<file path="src/rtl/hc_pkg.sv">
// hc_pkg: shared constants, types and helpers for the HardCloud CSR bank.
//   - MMIO byte offsets of the DSM, control, status and buffer registers
//   - HC_CONTROL_* command codes written to the control register
//   - t_hc_address / t_hc_control / t_hc_buffer register types
//   - t_hc_ctrl_state control FSM states
//   - minimal CCI-P c0 Rx (MMIO request) and c2 Tx (MMIO response) channel types
package hc_pkg;

  localparam logic [15:0] HC_STATUS_ADDR   = 16'h108;
  localparam logic [15:0] HC_DSM_ADDR      = 16'h110;
  localparam logic [15:0] HC_CTRL_ADDR     = 16'h118;
  localparam logic [15:0] HC_BUF_BASE_ADDR = 16'h120;
  // Decode window limit in DWORD units (byte 0x400).
  localparam logic [15:0] HC_DECODE_LIMIT  = 16'h100;

  typedef logic [63:0] t_hc_address;
  typedef logic [31:0] t_hc_control;

  localparam t_hc_control HC_CONTROL_ASSERT_RST   = 32'h0;
  localparam t_hc_control HC_CONTROL_DEASSERT_RST = 32'h1;
  localparam t_hc_control HC_CONTROL_START        = 32'h3;
  localparam t_hc_control HC_CONTROL_STOP         = 32'h7;

  typedef struct packed {
    t_hc_address address;
    logic [31:0] size;
  } t_hc_buffer;

  typedef enum logic [2:0] {
    S_RESET = 3'd0,
    S_IDLE  = 3'd1,
    S_RUN   = 3'd2,
    S_DONE  = 3'd3
  } t_hc_ctrl_state;

  localparam logic [1:0] HC_MMIO_LEN_4B = 2'b00;
  localparam logic [1:0] HC_MMIO_LEN_8B = 2'b01;

  typedef struct packed {
    logic [15:0] address;  // DWORD units
    logic [1:0]  length;
    logic [8:0]  tid;
  } t_ccip_c0_ReqMmioHdr;

  typedef struct packed {
    t_ccip_c0_ReqMmioHdr hdr;
    logic [63:0]         data;
    logic                mmioWrValid;
    logic                mmioRdValid;
  } t_if_ccip_c0_Rx;

  typedef struct packed {
    logic [8:0] tid;
  } t_ccip_c2_RspMmioHdr;

  typedef struct packed {
    t_ccip_c2_RspMmioHdr hdr;
    logic                mmioRdValid;
    logic [63:0]         data;
  } t_if_ccip_c2_Tx;

  // True when the DWORD address falls inside the 8-byte slot at byte_base.
  function automatic logic hc_qw_hit(input logic [15:0] dw_addr,
                                     input logic [15:0] byte_base);
    return dw_addr[15:1] == 15'(byte_base >> 3);
  endfunction

  // Apply an MMIO write to a 64b register: full 8B, or the addressed 32b half.
  function automatic logic [63:0] hc_merge64(input logic [63:0] old_val,
                                             input logic [63:0] wr_data,
                                             input logic        is8,
                                             input logic        hi);
    logic [63:0] res;
    res = old_val;
    if (is8)     res = wr_data;
    else if (hi) res[63:32] = wr_data[31:0];
    else         res[31:0]  = wr_data[31:0];
    return res;
  endfunction

endpackage

</file>
<file path="src/rtl/hc_ctrl_fsm.sv">
// hc_ctrl_fsm: accelerator control state machine.
//   clk, rst_n  : clock, synchronous active-low reset
//   ctrl_wr     : a write to the control register is being accepted
//   ctrl_data   : control command (HC_CONTROL_*)
//   done_i      : accelerator job complete pulse
//   state       : current t_hc_ctrl_state
//   acc_rst_n   : registered active-low datapath reset
//   start_o     : one-cycle pulse in the first S_RUN cycle
//   cycle_cnt   : cycles spent in S_RUN (only with HC_CSR_STATUS_EN)
module hc_ctrl_fsm
  import hc_pkg::*;
(
  input  logic           clk,
  input  logic           rst_n,
  input  logic           ctrl_wr,
  input  t_hc_control    ctrl_data,
  input  logic           done_i,
  output t_hc_ctrl_state state,
  output logic           acc_rst_n,
  output logic           start_o
`ifdef HC_CSR_STATUS_EN
  ,
  output logic [31:0]    cycle_cnt
`endif
);

  t_hc_ctrl_state state_q, state_d;
  logic           acc_rst_n_q;
  logic           start_q;
  logic           enter_run;

  always_ff @(posedge clk) begin
    if (!rst_n) begin
      state_q     <= S_RESET;
      acc_rst_n_q <= 1'b0;
      start_q     <= 1'b0;
    end else begin
      state_q     <= state_d;
      acc_rst_n_q <= (state_d != S_RESET);
      start_q     <= enter_run;
    end
  end

  always_comb begin
    state_d = state_q;
    if (ctrl_wr && ctrl_data == HC_CONTROL_ASSERT_RST) begin
      state_d = S_RESET;
    end else begin
      case (state_q)
        S_RESET: if (ctrl_wr && ctrl_data == HC_CONTROL_DEASSERT_RST) state_d = S_IDLE;
        S_IDLE:  if (ctrl_wr && ctrl_data == HC_CONTROL_START)        state_d = S_RUN;
        // STOP takes precedence over a coincident done_i.
        S_RUN: begin
          if (ctrl_wr && ctrl_data == HC_CONTROL_STOP) state_d = S_IDLE;
          else if (done_i)                             state_d = S_DONE;
        end
        S_DONE:  if (ctrl_wr && ctrl_data == HC_CONTROL_START)        state_d = S_RUN;
        default: state_d = S_RESET;
      endcase
    end
    enter_run = (state_d == S_RUN) && (state_q != S_RUN);
  end

  assign state     = state_q;
  assign acc_rst_n = acc_rst_n_q;
  assign start_o   = start_q;

`ifdef HC_CSR_STATUS_EN
  logic [31:0] cnt_q;

  always_ff @(posedge clk) begin
    if (!rst_n)                            cnt_q <= '0;
    else if (enter_run)                    cnt_q <= '0;
    else if (state_q == S_RUN && cnt_q != '1) cnt_q <= cnt_q + 32'd1;
  end

  assign cycle_cnt = cnt_q;
`endif

endmodule

</file>
<file path="src/rtl/hc_csr_bank.sv">
// hc_csr_bank: MMIO CSR bank for HardCloud accelerators.
//   clk, rst_n  : clock, synchronous active-low reset
//   rx_c0       : CCI-P MMIO request channel (read/write, DWORD address)
//   tx_c2       : CCI-P MMIO read response, one cycle after the request
//   done_i      : accelerator job complete pulse
//   acc_rst_n   : active-low datapath reset
//   start_o     : one-cycle start pulse
//   running_o   : high while in S_RUN
//   dsm_base_o  : DSM base address register
//   buffers_o   : NUM_BUFFERS buffer descriptors (64b address, 32b size)
// Optional macro HC_CSR_STATUS_EN adds a read-only status register at
// byte 0x108 holding {state, 29'b0, cycle_cnt}.
module hc_csr_bank
  import hc_pkg::*;
#(
  parameter int unsigned NUM_BUFFERS   = 2,
  parameter logic [15:0] DSM_ADDR      = HC_DSM_ADDR,
  parameter logic [15:0] CTRL_ADDR     = HC_CTRL_ADDR,
  parameter logic [15:0] BUF_BASE_ADDR = HC_BUF_BASE_ADDR
) (
  input  logic           clk,
  input  logic           rst_n,
  input  t_if_ccip_c0_Rx rx_c0,
  output t_if_ccip_c2_Tx tx_c2,
  input  logic           done_i,
  output logic           acc_rst_n,
  output logic           start_o,
  output logic           running_o,
  output logic [63:0]    dsm_base_o,
  output t_hc_buffer     buffers_o [NUM_BUFFERS]
);

  function automatic logic [15:0] buf_base(input int unsigned idx);
    return BUF_BASE_ADDR + 16'(idx * 16);
  endfunction

  logic [15:0]    addr;
  logic           in_win;
  logic           is8;
  logic           hi;
  logic           lo32_ok;
  logic           wr_ok;
  logic           ctrl_wr;
  t_hc_ctrl_state state;
  logic           running;

  t_hc_address    dsm_q;
  t_hc_buffer     buf_q [NUM_BUFFERS];
  logic [63:0]    rd_data;
  logic           rd_valid_q;
  logic [8:0]     rd_tid_q;
  logic [63:0]    rd_data_q;

  assign addr    = rx_c0.hdr.address;
  assign in_win  = addr < HC_DECODE_LIMIT;
  assign is8     = rx_c0.hdr.length == HC_MMIO_LEN_8B;
  assign hi      = addr[0];
  // 32b registers only have a low half; a 4B write to the odd DWORD is dropped.
  assign lo32_ok = is8 || !hi;
  assign wr_ok   = rx_c0.mmioWrValid && in_win;
  assign ctrl_wr = wr_ok && hc_qw_hit(addr, CTRL_ADDR) && lo32_ok;
  assign running = (state == S_RUN);

`ifdef HC_CSR_STATUS_EN
  logic [31:0] cycle_cnt;
`endif

  hc_ctrl_fsm u_ctrl_fsm (
    .clk       (clk),
    .rst_n     (rst_n),
    .ctrl_wr   (ctrl_wr),
    .ctrl_data (rx_c0.data[31:0]),
    .done_i    (done_i),
    .state     (state),
    .acc_rst_n (acc_rst_n),
    .start_o   (start_o)
`ifdef HC_CSR_STATUS_EN
    ,
    .cycle_cnt (cycle_cnt)
`endif
  );

  // Descriptors and DSM base are frozen while the datapath runs.
  always_ff @(posedge clk) begin
    if (!rst_n) begin
      dsm_q <= '0;
      for (int unsigned i = 0; i < NUM_BUFFERS; i++) buf_q[i] <= '0;
    end else if (wr_ok && !running) begin
      if (hc_qw_hit(addr, DSM_ADDR))
        dsm_q <= hc_merge64(dsm_q, rx_c0.data, is8, hi);
      for (int unsigned i = 0; i < NUM_BUFFERS; i++) begin
        if (hc_qw_hit(addr, buf_base(i)))
          buf_q[i].address <= hc_merge64(buf_q[i].address, rx_c0.data, is8, hi);
        if (hc_qw_hit(addr, buf_base(i) + 16'd8) && lo32_ok)
          buf_q[i].size <= rx_c0.data[31:0];
      end
    end
  end

  always_comb begin
    rd_data = '0;
    if (in_win) begin
      if (hc_qw_hit(addr, DSM_ADDR))  rd_data = dsm_q;
      if (hc_qw_hit(addr, CTRL_ADDR)) rd_data = {61'b0, state};
`ifdef HC_CSR_STATUS_EN
      if (hc_qw_hit(addr, HC_STATUS_ADDR)) rd_data = {state, 29'b0, cycle_cnt};
`endif
      for (int unsigned i = 0; i < NUM_BUFFERS; i++) begin
        if (hc_qw_hit(addr, buf_base(i)))         rd_data = buf_q[i].address;
        if (hc_qw_hit(addr, buf_base(i) + 16'd8)) rd_data = {32'b0, buf_q[i].size};
      end
    end
  end

  always_ff @(posedge clk) begin
    if (!rst_n) begin
      rd_valid_q <= 1'b0;
      rd_tid_q   <= '0;
      rd_data_q  <= '0;
    end else begin
      rd_valid_q <= rx_c0.mmioRdValid;
      if (rx_c0.mmioRdValid) begin
        rd_tid_q  <= rx_c0.hdr.tid;
        rd_data_q <= rd_data;
      end
    end
  end

  assign tx_c2.hdr.tid     = rd_tid_q;
  assign tx_c2.mmioRdValid = rd_valid_q;
  assign tx_c2.data        = rd_data_q;

  assign running_o  = running;
  assign dsm_base_o = dsm_q;
  assign buffers_o  = buf_q;

endmodule

</file>
<file path="config.mk">
export PLATFORM = sky130hd
export DESIGN_NAME = hc_csr_bank
export DESIGN_NICKNAME = d
export VERILOG_FILES = /design/src/rtl/hc_pkg.sv /design/src/rtl/hc_ctrl_fsm.sv /design/src/rtl/hc_csr_bank.sv
export SDC_FILE = /design/constraint.sdc
export NUM_CORES = 1
export LEC_CHECK = 0
export BUFFER_PORTS_ARGS = -buffer_cell sky130_fd_sc_hd__buf_2
export CORE_MARGIN = 10
export CORE_UTILIZATION = 30
export DETAILED_ROUTE_END_ITERATION = 8
export HOLD_SLACK_MARGIN = 0.05
export PLACE_DENSITY = 0.56
export SKIP_CTS_REPAIR_TIMING = 1
export SLEW_MARGIN = 20
export SYNTH_ARGS = -nofsm -noshare
export SYNTH_HDL_FRONTEND = slang
export SYNTH_HIERARCHICAL = 1
export SYNTH_SLANG_ARGS = --single-unit
</file>
<file path="constraint.sdc">
create_clock -name clk -period 3.3 [get_ports clk]
set_input_delay 0.495 -clock clk [delete_from_list [all_inputs] [get_ports clk]]
set_output_delay 0.495 -clock clk [all_outputs]
set_load 0.02 [all_outputs]
</file>
==> flow_summary_export.csv <==
group,metric,value,unit
run_status,run_status,"complete, no violations",
critical_path,critPathMaxStageDelay,490,ps
cts,clock_tree.htree_level_count,2,
route,wl_per_cell,24.23,um
timing,setup-tns-final,0,ps
cts,clock_tree_from_tritoncts,"yes",
critical_path,start_to_end_type_of_the_worst_setup_path,"in -> reg",
logic_synthesis,synthArstFlopShare,0,%
critical_path,required,3750,ps
power,worst_ir_drop_vdd,0.2930,mV
logic_synthesis,postSynthRegisterBits,335,
logic_synthesis,netlist-cell-type-count,56,
cts,clkLatencyLatePin,570,ps
logic_synthesis,mappedNetlistArea,0.01378,mm2
critical_path,critical_path_arrival,3070,ps
timing,holdWs,168.3,ps
floorplan,floorplan.io_pins,429,
job,drv_cap,0,
critical_path,crit_slowest_cell,"or4b_1",
critical_path,end_kind,"flip-flop",
cts,clk_path_buf_depth,3,
cts,clock_tree.root_cell,"clkbuf_16",
layout,most-common-layout-cells,"519 x nand2_1, 428 x buf_2, 335 x dfxtp_1",
critical_path,crit_chain,"buf_2 -> nor4b_2 -> nand4_1 -> nor4_1 -> or4b_1 -> nor4_1 -> nand4bb_1 -> o21ai_2 -> and4bb_2",
route,vias,14140,
route,total_wirelength,65.03,mm
global_route,antenna_violations_before_repair,7,
global_route,gr_util_all_layers,22.47,%
power,pwr_density_cell,488.4,mW/mm2
route,drt_drc_violations_left,0,
timing,post_route_setup_slack,674.4,ps
floorplan,core-area,0.04538,mm2
route,drt-initial-drc-count,1379,
floorplan,initial_utilization,30.36,%
critical_path,timing.critical_path.buf_inv,1,
timing,setup_viol,0,
place,dpl_cell_area,0.01677,mm2
place,place_ws,218.6,ps
route,drt-vias-per-instance,5.268,
layout,growth_of_design_area_from_synthesis_to_finish,31.10,%
layout,num-fill-cells,4635,
cts,cts_inserted_buffers,39,
timing,maxClockFrequency,380.9,MHz
power,leakage,7.225,nW
route,detailedRoute.firstPassIterationCount,7,
floorplan,design.die.area,0.05490,mm2
logic_synthesis,synth_sequential_area_ratio,48.67,%
logic_synthesis,ys.warnings.count,6,
global_route,wire_length_of_the_first_global_routing_pass,92.85,mm
timing,finClkSkew,17.65,ps
worst_hold_path,hold_path.class,"in -> reg",
logic_synthesis,syn-mean-instance-area,8.316,um2
timing,min_period,2626,ps
global_route,grt_start_max_net_pins,215,
timing,period_share,79.56,%
floorplan,core.rowCount,78,
floorplan,die_width,234.3,um
layout,finish.instance_area,0.01806,mm2
critical_path,setup.worst_path.start_class,"input port",
floorplan,die-height,234.3,um
logic_synthesis,synth_edf_count,0,
logic_synthesis,syn_nets,1753,
global_route,grt_overflow,0,
place,port_buffers,428,
route,drtAntennaViolNets,0,
logic_synthesis,postSynthCellCount,1657,
timing,finalHoldViolations,0,
cts,numClockSinks,335,
logic_synthesis,ys.flop_type,"dfxtp_1",
timing,tightestPinTransition,1086,ps
critical_path,path_delay_family,"simple AND/OR/NAND/NOR gates",
place,routabilityCongestion,0.9072,
timing,rsz0062_at_grt,"false",
place,hpwlAfterDp,46.40,mm
critical_path,timing.critical_path.mode_cell,"nor4_1",
layout,finish.net_count,2148,
critical_path,timing.critical_path.fanout_max,4,
layout,final_util,39.81,%
timing,finalMaxSlewViolations,0,
global_route,first_global_vias,13650,
layout,layout_commonest_cell,"nand2_1",
timing,timing.slew.headroom,27.62,%
layout,drive_gt1_share,29.02,%
cts,clock_transition_time_at_the_flip_flop_clock_pins_of_the_worst_setup_and_hold_paths,60,ps
==> cell type report <==
type                       count  area [um2]  area share, %
sequential                   335        6706          37.12
multi-input combinational   1180        6535          36.18
timing repair buffer         489        2770          15.33
clock buffer                  61        1150          6.365
tap                          600       750.7          4.156
clock inverter                 9       113.9         0.6303
inverter                       7       31.28         0.1732
antenna                        3       7.507        0.04156
==> flip-flops by register name (all words and copies together) (netlist names) <==
signal                cells
u_ctrl_fsm/acc_rst_n      1
rd_valid_q                1
u_ctrl_fsm/state          3
rd_tid_q                  9
u_ctrl_fsm/start_o        1
dsm_base_o               64
rd_data_q                64
buffers_o               192
==> path summary, 6_finish.rpt <==
kind | to | startpoint | slack (ps) | cells after the start
setup / recovery | u_ctrl_fsm/start_o$_SDFF_PN0_ | rx_c0[85] | 670 | 9
hold / removal | rd_tid_q[1]$_SDFFE_PN0P_ | rx_c0[67] | 170 | 3
setup reg to reg | buffers_o[79]$_SDFFE_PN0P_ | u_ctrl_fsm/state[0]$_SDFF_PN0_ | 860 | 7
hold reg to reg | rd_data_q[34]$_SDFFE_PN0P_ | rd_data_q[34]$_SDFFE_PN0P_ | 450 | 2
==> where the power goes <==
| group | total (mW) | switching, mW | internal (mW) |
|---|---|---|---|
| registers | 4.06 | 0.00419 | 4.05 |
| clock network | 4.33 | 1.77 | 2.56 |
| logic | 0.438 | 0.306 | 0.132 |
| total | 8.82 | 2.08 | 6.74 |
==> cell usage after synthesis, types with 8 or more instances <==
library cell  instances  area [um2]
mux2_2               32       360.4
nor2b_1               9       56.30
a21boi_0             28       210.2
a221oi_1             19       166.4
a221o_1              12       120.1
dfxtp_1             335        6706
nand2_1             519        1948
a22o_1               12       105.1
a222oi_1             43       430.4
buf_2                27       135.1
a21oi_1             179       895.9
o21ai_0              87       435.4
clkbuf_1             97       364.1
nor4_1                9       56.30
a21boi_1             23       172.7
nor2_1               64       240.2
o21a_1                8       60.06
nor3_1               11       55.05
mux2i_1              41       410.4
nand4_1               9       56.30
==> routing by layer <==
metal  wire (um)  GRT usage, %
met4        1713         7.110
met5          17             0
met2       30190         36.11
met3        5974         5.523
met1       27130         29.15
==> tightest hold or removal path, cell delays in order <==
cell and delay (ps):
buf_2 70, mux2i_1 60, nor2_1 70
==> cell families after synthesis <==
| logic type | synth area share, % |
|---|---|
| compound gates | 20.23 |
| flops | 48.67 |
| simple gates | 20.96 |
| mux | 5.593 |
| buf+inv | 4.522 |
| other cells | 0.02721 |
==> stage by stage <==
step           total power [mW]  std cells
2_1_floorplan             4.341       1657
3_3_place_gp              4.578       2610
3_5_place_dp              4.583       2610
4_1_cts                   8.906       2680
5_1_grt                   9.073       2683
6_report                  8.823       2684
No activity file was read; power rests on OpenSTA's default activity.
